`src/rtl/gf2671_pkg.sv`:
```
// Shared constants and types for GF(2671) arithmetic blocks.
package gf2671_pkg;

    localparam int unsigned W       = 12;
    localparam int unsigned Q       = 2671;
    localparam int unsigned MU      = 6281;
    localparam int unsigned EXP_MSB = 11;
    localparam int unsigned NUM_MUL = 6;
    localparam int unsigned LATENCY = 18;
    localparam int unsigned IDX_W   = 4;

    // Fermat exponent Q-2, scanned MSB to LSB
    localparam logic [W-1:0] EXP = 12'b1010_0110_1101;

    typedef enum logic [1:0] {
        IDLE = 2'd0,
        SQR  = 2'd1,
        MUL  = 2'd2,
        DONE = 2'd3
    } state_t;

endpackage

```
`src/rtl/modmul_2671.sv`:
```
// Combinational a*b mod 2671: 12x12 product, Barrett estimate, then up to two corrections.
module modmul_2671
    import gf2671_pkg::*;
(
    input  logic [W-1:0] a,
    input  logic [W-1:0] b,
    output logic [W-1:0] r
);

    logic [23:0] prod;
    logic [24:0] t_mu;
    logic [12:0] t;
    logic [24:0] tq;
    logic [24:0] r0;
    logic [24:0] r1;
    logic [24:0] r2;

    // Quotient estimate undershoots by at most two, hence two conditional subtracts
    always_comb begin
        prod = 24'(a) * 24'(b);
        t_mu = 25'(prod >> 12) * 25'(MU);
        t    = 13'(t_mu >> 12);
        tq   = 25'(t) * 25'(Q);
        r0   = 25'(prod) - tq;
        r1   = (r0 >= 25'(Q)) ? r0 - 25'(Q) : r0;
        r2   = (r1 >= 25'(Q)) ? r1 - 25'(Q) : r1;
        r    = W'(r2);
    end

endmodule

```
`src/rtl/modinv_2671.sv`:
```
// Sequential GF(2671) inverter: a^(Q-2) by left-to-right square-and-multiply, one operand at a time.
module modinv_2671
    import gf2671_pkg::*;
(
    input  logic         clk,
    input  logic         rst,
    input  logic         in_valid,
    output logic         in_ready,
    input  logic [W-1:0] in_a,
    output logic         out_valid,
    input  logic         out_ready,
    output logic [W-1:0] out_inv,
    output logic         out_zero
);

    state_t           state;
    state_t           state_nxt;
    logic [IDX_W-1:0] idx;
    logic [IDX_W-1:0] idx_nxt;
    logic [W-1:0]     acc;
    logic [W-1:0]     acc_nxt;
    logic [W-1:0]     base;
    logic [W-1:0]     base_nxt;
    logic             in_ready_nxt;
    logic             out_valid_nxt;
    logic [W-1:0]     out_inv_nxt;
    logic             out_zero_nxt;
    logic [W-1:0]     a_red;
    logic [W-1:0]     mm_b;
    logic [W-1:0]     mm_r;

    // 4095 < 2Q, so a single subtract fully reduces the operand
    assign a_red = (in_a >= W'(Q)) ? in_a - W'(Q) : in_a;
    assign mm_b  = (state == MUL) ? base : acc;

    modmul_2671 u_modmul (
        .a (acc),
        .b (mm_b),
        .r (mm_r)
    );

    always_ff @(posedge clk or posedge rst) begin
        if (rst) begin
            state     <= IDLE;
            idx       <= IDX_W'(EXP_MSB - 1);
            acc       <= '0;
            base      <= '0;
            in_ready  <= 1'b1;
            out_valid <= 1'b0;
            out_inv   <= '0;
            out_zero  <= 1'b0;
        end else begin
            state     <= state_nxt;
            idx       <= idx_nxt;
            acc       <= acc_nxt;
            base      <= base_nxt;
            in_ready  <= in_ready_nxt;
            out_valid <= out_valid_nxt;
            out_inv   <= out_inv_nxt;
            out_zero  <= out_zero_nxt;
        end
    end

    always_comb begin
        state_nxt     = state;
        idx_nxt       = idx;
        acc_nxt       = acc;
        base_nxt      = base;
        in_ready_nxt  = in_ready;
        out_valid_nxt = out_valid;
        out_inv_nxt   = out_inv;
        out_zero_nxt  = out_zero;
        case (state)
            IDLE: begin
                in_ready_nxt = 1'b1;
                if (in_valid && in_ready) begin
                    base_nxt     = a_red;
                    acc_nxt      = a_red;
                    idx_nxt      = IDX_W'(EXP_MSB - 1);
                    in_ready_nxt = 1'b0;
                    state_nxt    = SQR;
                end
            end
            SQR: begin
                acc_nxt = mm_r;
                if (EXP[idx]) begin
                    state_nxt = MUL;
                end else if (idx == '0) begin
                    state_nxt = DONE;
                end else begin
                    idx_nxt = idx - IDX_W'(1);
                end
            end
            MUL: begin
                acc_nxt = mm_r;
                if (idx == '0) begin
                    state_nxt = DONE;
                end else begin
                    idx_nxt   = idx - IDX_W'(1);
                    state_nxt = SQR;
                end
            end
            DONE: begin
                // Result is registered one cycle after entry and then held until taken
                out_valid_nxt = 1'b1;
                out_inv_nxt   = acc;
                out_zero_nxt  = (base == '0);
                if (out_valid && out_ready) begin
                    out_valid_nxt = 1'b0;
                    in_ready_nxt  = 1'b1;
                    state_nxt     = IDLE;
                end
            end
            default: state_nxt = IDLE;
        endcase
    end

endmodule

```
`config.mk`:
```
export PLATFORM = sky130hd
export DESIGN_NAME = modinv_2671
export DESIGN_NICKNAME = d
export VERILOG_FILES = /design/src/rtl/gf2671_pkg.sv /design/src/rtl/modmul_2671.sv /design/src/rtl/modinv_2671.sv
export SDC_FILE = /design/constraint.sdc
export NUM_CORES = 1
export LEC_CHECK = 0
export BUFFER_PORTS_ARGS = -buffer_cell sky130_fd_sc_hd__buf_2
export CAP_MARGIN = 20
export CORE_ASPECT_RATIO = 0.8
export CORE_MARGIN = 2
export CORE_UTILIZATION = 40
export CTS_CLUSTER_DIAMETER = 50
export DETAILED_ROUTE_END_ITERATION = 16
export RECOVER_POWER = 100
export SLEW_MARGIN = 40
export SYNTH_ARGS = -nofsm -noshare
export SYNTH_HDL_FRONTEND = slang
export SYNTH_HIERARCHICAL = 1
export SYNTH_SLANG_ARGS = --single-unit
```
`constraint.sdc`:
```
create_clock -name clk -period 16.5 [get_ports clk]
set_clock_uncertainty 0.1 [all_clocks]
set_input_delay 0.825 -clock clk [delete_from_list [all_inputs] [get_ports clk]]
set_output_delay 0.825 -clock clk [all_outputs]
set_load 0.01 [all_outputs]
```
# [Word level (Yosys, flattened, before mapping)]
# Memory sizes are Yosys's and may differ from the RTL's.
# Index checks and enable logic that the tools add are counted.
[classes] reduce_logical=14 eq_ne=7 n_lt_le_gt_ge=4 add_sub_neg=5 n_mux=21 mul=3
[ops] op=">= comparator 25 x 12 -> 1 bit (second input constant)" count=2
[ops] op="two-way mux 12 bit" count=4
[ops] op="multiplier 12 x 13 -> 25 bit (second input constant)" count=1
[ops] op="multiplier 13 x 12 -> 25 bit (second input constant)" count=1
[ops] op="two-way mux 25 bit" count=1
[ops] op="subtractor 24 x 25 -> 25 bit" count=1
[ops] op="subtractor 25 x 12 -> 25 bit (second input constant)" count=1
[ops] op="multiplier 12 x 12 -> 24 bit" count=1
[ops] op="case mux 12 bit (2 select lines)" count=1
[ops] op="subtractor 12 bit (second input constant)" count=2
[ops] op=">= comparator 12 bit (second input constant)" count=1
[ops] op="zero test 12 bit" count=1
[ops] op="two-way mux 4 bit" count=3
[ops] op="case mux 4 bit (3 select lines)" count=1
[ops] op="two-way mux 2 bit" count=5
[ops] op="case mux 2 bit (4 select lines)" count=1
[ops] op="inequality test 2 bit (second input constant)" count=3
[ops] op="AND reduction 2 bit" count=3
[ops] op="AND reduction 3 bit" count=2
[ops] op="< comparator 4 x 5 -> 1 bit (second input constant)" count=1
[ops] op="equality test 2 bit (second input constant)" count=2
[ops] op="zero test 4 bit" count=1
[ops] op="two-way mux 1 bit" count=4
[ops] op="nonzero test 2 bit" count=2
[ops] op="other kinds (8)" count=9
[totals] reg_bits=45 memories=1 input_bits=16 rom_bits=16 output_inout_bits=15 wordCells=63
[mem_list] memory="(no name shown)" depth=16 word_bits=1 rd=1 rd_ports_with_merged_regs=0 wr=0 line_no="modinv_2671.sv:86" rtl="if (EXP[idx]) begin"

# [Depth between registers and ports, before layout]
# Gate-level depths: netlist of the first run.
[depth] depth_word=11 depth_mapped=79 ltp_nobuf=74

# [Hierarchy]
# The synthesis of the first run kept the hierarchy.
[modules_own_cells] mod="modmul_2671" seq_area_each_um2=0.0 instances=1 cells_per_inst=1477 area_per_inst_um2=12398.1
[modules_own_cells] mod="modinv_2671" seq_area_each_um2=1129.8 instances=1 cells_per_inst=250 area_per_inst_um2=2508.7

# [Worst setup path after synthesis of the first run]
# No wires, ideal clock.
[synth_path] path_kind="register to register" from="register state[0]" to="register acc[4]" arrival_ns=17.608 setup_slack_ns=-1.339 path_stages_with_launch=70 t_required_ns=16.269 period_less_slack_ns=17.839 path_cell_list="dfrtp_1 inv_1 ha_1 buf_1 mux2_2 clkbuf_1 nand2_1 fa_1 fa_1 fa_1 inv_1 fa_1 inv_1 fa_1 inv_1 ha_1 a2111oi_0 o21a_1 [34 not listed] or4_1 a311oi_1 o32ai_1 nor3_1 nand4_1 buf_2 buf_1 o21ai_0 ha_1 o221ai_2 a21o_1 or4b_4 nand3_2 nor2b_1 o221a_1 or3_1 o21ai_0 a21oi_1"
[synth_between] elab_chain_len=11 elab_cells_between_ends=19 classes_between="3 x add/sub; 3 x mul; 2 x order compare; 3 x eq/ne; 4 x mux; 4 x reduce/logical"
[synth_lines] item="start, declared" line_no="modinv_2671.sv:16" rtl="state_t state;"
[synth_lines] item="start signal, assigned" line_no="modinv_2671.sv:53" rtl="state <= state_nxt;"
[synth_lines] item="equality test 2 bit (*)" line_no="modinv_2671.sv:34" rtl="assign mm_b = (state == MUL) ? base : acc;"
[synth_lines] item="two-way mux 12 bit (*)" line_no="modinv_2671.sv:34"
[synth_lines] item="via mm_b[4]" line_no="modinv_2671.sv:29" rtl="logic [W-1:0] mm_b;"
[synth_lines] item="multiplier 12 x 12 -> 24 bit (*)" line_no="modmul_2671.sv:20" rtl="prod = 24'(a) * 24'(b);"
[synth_lines] item="multiplier 12 x 13 -> 25 bit" line_no="modmul_2671.sv:21" rtl="t_mu = 25'(prod >> 12) * 25'(MU);"
[synth_lines] item="multiplier 13 x 12 -> 25 bit" line_no="modmul_2671.sv:23" rtl="tq = 25'(t) * 25'(Q);"
[synth_lines] item="subtractor 24 x 25 -> 25 bit (*)" line_no="modmul_2671.sv:24" rtl="r0 = 25'(prod) - tq;"
[synth_lines] item="subtractor 25 x 12 -> 25 bit / >= comparator 25 x 12 -> 1 bit (equally long branches)" line_no="modmul_2671.sv:25" rtl="r1 = (r0 >= 25'(Q)) ? r0 - 25'(Q) : r0;"
[synth_lines] item="two-way mux 25 bit (*)" line_no="modmul_2671.sv:25"
[synth_lines] item=">= comparator 25 x 12 -> 1 bit / subtractor 12 bit (equally long branches)" line_no="modmul_2671.sv:26" rtl="r2 = (r1 >= 25'(Q)) ? r1 - 25'(Q) : r1;"
[synth_lines] item="two-way mux 12 bit (*)" line_no="modmul_2671.sv:26"
[synth_lines] item="via mm_r[4]" line_no="modinv_2671.sv:30" rtl="logic [W-1:0] mm_r;"
[synth_lines] item="case mux 12 bit (2 select lines) (*)" line_no="modinv_2671.sv:73" rtl="case (state)"
[synth_lines] item="end signal, assigned" line_no="modinv_2671.sv:55" rtl="acc <= acc_nxt;"
[synth_lines] item="end, declared" line_no="modinv_2671.sv:20" rtl="logic [W-1:0] acc;"
# The timed path passes the listed nets; every way through them passes the cells marked *.
# A chain may end at the register's enable or synchronous reset.

# [Worst setup path after layout of the first run]
# Ends and elaborated chain as after synthesis.

==> results of run 1 <==
==> placed cells by master, fill, tap and decap left out, types with 15 or more instances in the layout <==
cell	count
inv_1	330
buf_4	266
ha_1	208
fa_1	185
nand2_1	150
and2_1	60
nor2_1	52
xnor2_1	50
a21oi_1	49
dfrtp_1	42
o21ai_0	37
nand3_1	32
a21o_1	21
nor3_1	20
ha_4	20
a21oi_2	19
xor2_1	19
clkbuf_1	18
o21a_1	17
o21ai_1	16
mux2_2	16
buf_2	15
==> worst paths after layout <==
path,slack [ns],to,from
min in group asynchronous,1.32,out_inv[7]$_DFFE_PP0P_,rst
max in group asynchronous,13.62,idx[0]$_DFFE_PP0P_,rst
setup / recovery,0.03,acc[4]$_DFFE_PP0P_,state[0]$_DFFE_PP0P_
hold reg to reg,0.41,out_inv[10]$_DFFE_PP0P_,out_inv[10]$_DFFE_PP0P_
hold / removal,0.41,out_inv[10]$_DFFE_PP0P_,out_inv[10]$_DFFE_PP0P_
setup reg to reg,0.03,acc[4]$_DFFE_PP0P_,state[0]$_DFFE_PP0P_
==> state kept, by name, summed over array words and instances, names as in the netlist <==
signal,flops
base,12
idx,4
out_inv,12
in_ready,1
out_valid,1
state,2
acc,12
out_zero,1
==> layer usage <==
metal  wire [um]  vias to the layer above
li1            -                     6213
met4         337                        0
met2       17890                      272
met3        1656                       22
met1       19920                     6397
met5           0                        -
==> through the flow <==
stage          TNS (ns)  util (%)
6_report              0     50.52
4_1_cts               0     48.99
3_5_place_dp     -3.139     47.29
3_3_place_gp     -1.345     47.28
2_1_floorplan         0         -
5_1_grt          -6.220     50.52
==> what timing repair did <==
| item | CTS | global route |
|---|---|---|
| gates cloned | 0 | 0 |
| buffers inserted | 29 | 19 |
| endpoints found under the setup margin | 12 | 12 |
| pin swaps | 53 | 88 |
| gates resized for setup | 48 | 102 |
==> area by class of cell <==
| cell class | instances | share of cell area, % |
|---|---|---|
| multi-input cells | 1280 | 70.71 |
| repair buffers | 309 | 12.19 |
| inverters | 342 | 6.888 |
| flip-flops and latches | 45 | 6.062 |
| well taps | 487 | 3.270 |
| clock buffers | 6 | 0.6915 |
| clock inverters | 2 | 0.1880 |
==> cell families (layout without fill, tap and decap cells) <==
| family | after synthesis | after routing |
|---|---|---|
| buffers and inverters | 402 | 659 |
| flip-flops | 45 | 45 |
| multiplexers | 28 | 28 |
| adder cells (fa/ha/maj) | 425 | 425 |
| XOR/XNOR | 90 | 90 |
| AND/OR/NAND/NOR | 438 | 438 |
| AO/OA/AOI/OAI | 299 | 299 |
==> flow_summary_export.csv, run 1 <==
group,metric,value,unit
flow_run,cap_violations,1,
sta,hold_slack,0.4105,ns
setup_path,path_buf_inv,24,
global_route,grt_first_pass_wirelength,66.13,mm
global_route,groute.usage.overall,20.90,%
synth,synth_top_area_share,25.78,%
final_layout,multiInputGateArea,13180,sq um
synth,ys_types,93,
route,totalWireLength,39.80,mm
outcome,violations,"capacitance limit, slew limit",
setup_path,crit_path_end_kind,"flop",
place,place_ws,-0.3772,ns
setup_path,path_common_cell,"buf_4",
setup_path,max_stage_delay,0.56,ns
route,wire_per_inst,16.11,um
final_layout,post-route-cell-area,18640,sq um
sta,worst_slew_pin_slew,2.405,ns
synth,ys_top_cells_by_count,"inv_1, ha_1, fa_1",
die,ios,31,
die,die_y,176.7,um
synth,synth-edff-count,0,
final_layout,drive_gt1_share,25.20,%
final_layout,regArea,1130,sq um
sta,setup_viol,0,
setup_path,r2r_cells,71,
setup_path,path_depth,71,
route,first_iter_violations,784,
final_layout,fin_nets,2424,
global_route,grt_pass1_vias,13090,
die,num_rows,63,
synth,syn_nets,2168,
synth,syn_inst,1727,
global_route,antenna_found_initial,0,
synth,syn_area,14910,sq um
synth,avgSynthCellArea,8.632,sq um
sta,rsz0062_at_grt,"true",
route,ant_nets,0,
synth,synth_compound_area_share,14.08,%
outcome,outcome,"finished, violations left",
synth,synth_most_common_cell,"inv_1",
clock_network,cts_buffers,5,
global_route,grt_start_max_net_pins,46,
final_layout,fillCellCount,3493,
synth,synth.area.mux_share,2.090,%
place,dp_cells,2417,
synth,synth_top_family_by_area,"adder cells",
clock_network,clkTransAtPathRegs,0.06,ns
global_route,use_met1,32.54,%
synth,ys_async_sr_fraction,100.0,%
clock_network,insertion_delay,0.29,ns
final_layout,area_growth,25.02,%
clock_network,tritoncts,"yes",
global_route,grt_util_met2,32.51,%
synth,yosysSeqAreaShare,7.579,%
route,drc_errors,0,
min_path,hold_depth,1,
setup_path,cp_data_arrival_time,16.53,ns
place,globalplace.congestion,0.8775,
final_layout,antenna_cells,0,
synth,synth_area_leaders,"fa_1, ha_1, inv_1",
die,start_util,40.41,%
route,vias,12900,
place,hpwl,32.91,mm
place,portBuffers,30,
place,post_dp_cell_area,17450,sq um
global_route,grt_use_met3,1.478,%
route,drt-vias-per-instance,5.222,
synth,synthSimpleGateAreaFrac,15.17,%
setup_path,crit_type,"reg2reg",
setup_path,cpLargestDelayFamily,"adder cells",
die,die_w,219.8,um
route,first_pass_iters,5,
setup_path,worstPathMaxFanout,7,
die,core,36890,sq um
global_route,grt-busiest-layer,"met1",
sta,max_freq,0.06070,GHz
final_layout,final_cells,2471,
clock_network,h-tree-depth,2,
synth,yosys_register_bits,45,
clock_network,clockBufferDepth,2,
setup_path,crit_slowest_cell,"fa_1",
die,die_area,38840,sq um
clock_network,clock-sinks,45,
setup_path,critPathLaunchType,"flop",
min_path,worstHoldPathType,"reg2reg",
global_route,overflow,0,
sta,setup_slack,0.02649,ns
synth,yosysWarnings,6,
sta,finalCritPeriodShare,99.84,%
synth,yosysTopAreaCell,"fa_1",
setup_path,cp.required,16.56,ns
sta,min_period,16.47,ns
clock_network,hold_buffers,0,
synth,yosys.area_share.xor_xnor,5.338,%
sta,hold_viol,0,
sta,slew-limit-headroom,-60.36,%
clock_network,cts-root-buf,"clkbuf_16",
synth,yosys_most_used_dff,"dfrtp_1",
synth,synthAdderAreaFrac,45.34,%
sta,slew_viol_final,46,
Power of run 1 is not shown: default switching activity piles up to over one toggle a cycle in this logic, so the estimate is an artifact.
==> inputs of run 2 (changes only) <==
--- a/config.mk
+++ b/config.mk
@@ -13,6 +13,7 @@
 export CTS_CLUSTER_DIAMETER = 50
 export DETAILED_ROUTE_END_ITERATION = 16
 export RECOVER_POWER = 100
+export REMOVE_ABC_BUFFERS = 1
 export SLEW_MARGIN = 40
 export SYNTH_ARGS = -nofsm -noshare
 export SYNTH_HDL_FRONTEND = slang
==> flow_summary_export.csv, run 2 (synthesized netlist as in run 1, its figures left out) <==
group,metric,value,unit
outcome,outcome,"finished, violations left",
outcome,violations,"capacitance limit, slew limit, setup timing",
final_layout,reg.largest.list,"acc: 12 flops, base: 12 flops, out_inv: 12 flops",
place,place_ws,-0.8468,ns
clock_network,cts_buffers,5,
route,wire_per_inst,15.76,um
final_layout,mostFrequentLayoutCell,"inv_1",
die,die_w,219.8,um
min_path,worstHoldPathType,"reg2reg",
final_layout,final_core_util,51.79,%
clock_network,clockBufferDepth,2,
setup_path,path_common_cell,"fa_1",
place,dp_cells,2470,
route,first_pass_iters,5,
final_layout,area_growth,28.17,%
clock_network,hold_buffers,0,
global_route,grt_pass1_vias,13620,
sta,setup_slack,-0.03975,ns
sta,rsz0062_at_grt,"true",
final_layout,multiInputGateArea,13220,sq um
setup_path,critPathLaunchType,"flop",
final_layout,fin_nets,2482,
clock_network,clkTransAtPathRegs,0.06,ns
flow_run,cap_violations,1,
clock_network,tritoncts,"yes",
global_route,grt_first_pass_wirelength,66.66,mm
clock_network,cts-root-buf,"clkbuf_16",
setup_path,worstPathMaxFanout,8,
die,start_util,40.41,%
setup_path,cp_data_arrival_time,16.59,ns
final_layout,mostFrequentLayoutCells,"inv_1, buf_4, ha_1",
die,num_rows,63,
route,drt-vias-per-instance,5.168,
global_route,groute.usage.overall,20.93,%
global_route,overflow,0,
sta,hold_viol,0,
clock_network,clock-sinks,45,
route,vias,13070,
sta,min_period,16.54,ns
clock_network,insertion_delay,0.29,ns
final_layout,drive_gt1_share,28.21,%
sta,slew_viol_final,46,
sta,setup_viol,1,
place,globalplace.congestion,0.8699,
setup_path,crit_path_end_kind,"flop",
clock_network,h-tree-depth,2,
global_route,antenna_found_initial,0,
place,portBuffers,30,
route,ant_nets,0,
die,die_y,176.7,um
route,first_iter_violations,702,
sta,max_freq,0.06046,GHz
sta,finalCritPeriodShare,100.2,%
route,totalWireLength,39.86,mm
setup_path,cp.required,16.55,ns
final_layout,fillCellCount,3425,
place,hpwl,33.37,mm
setup_path,crit_slowest_cell,"fa_1",
setup_path,max_stage_delay,0.55,ns
die,ios,31,
final_layout,regArea,1130,sq um
die,core,36890,sq um
sta,worst_slew_pin_slew,2.340,ns
setup_path,crit_type,"reg2reg",
route,drc_errors,0,
final_layout,final_cells,2529,
die,die_area,38840,sq um
global_route,grt_start_max_net_pins,46,
sta,slew-limit-headroom,-55.98,%
final_layout,antenna_cells,0,
-- run 2: routing by layer --
metal / wire [um] / GRT usage [%] / part of all wire [%]
met1: 19710 / 31.28 / 49
met2: 18390 / 33.84 / 46
met3: 1371 / 1.632 / 3.4
met4: 385 / 2.685 / 0.97
met5: 0 / 0 / 0
-- run 2: timing repair --
item                       4_1_cts  5_1_grt
setup endpoints to repair       12       12
buffers inserted                31       21
resized for setup               96      126
pin swaps                       78      106
-- run 2: metrics by stage --
step	cell area [sq um]	TNS, ns	hold WS [ns]
5_1_grt	19110	-7.184	0.4213
2_1_floorplan	14640	-11.31	0.3628
4_1_cts	18350	0	0.4053
3_5_place_dp	17550	-9.107	0.3907
3_3_place_gp	17550	-5.745	0.3838
6_report	19110	-0.03975	0.4056
-- run 2: area by class of cell --
type                            count  area share (%)
Clock buffer                        5          0.6549
Clock inverter                      3          0.1113
Timing Repair Buffer              367           14.23
Tap cell                          487           3.189
Inverter                          342           6.719
Multi-Input combinational cell   1280           69.18
Sequential cell                    45           5.914
-- run 2: worst max-delay path: cells and delay by family, from the launching register on --
family          cells  cell delay [ns]
compound gates     24             4.16
xor+xnor            3             0.54
fa+ha+maj          19             7.48
buf+inv            11             0.90
flops               1             0.40
mux                 1             0.31
simple gates       11             2.47
-- run 2: final timing paths --
check / depth (start not counted) / to / slack, ns / start
max: 69 / acc[4]$_DFFE_PP0P_ / -0.04 / state[0]$_DFFE_PP0P_
min: 1 / out_inv[5]$_DFFE_PP0P_ / 0.41 / out_inv[5]$_DFFE_PP0P_
max reg2reg: 69 / acc[4]$_DFFE_PP0P_ / -0.04 / state[0]$_DFFE_PP0P_
min reg2reg: 1 / out_inv[5]$_DFFE_PP0P_ / 0.41 / out_inv[5]$_DFFE_PP0P_
max in group asynchronous: 3 / base[4]$_DFFE_PP0P_ / 13.68 / rst
min in group asynchronous: 3 / out_inv[10]$_DFFE_PP0P_ / 1.29 / rst
Power of run 2 is left out for the same reason.
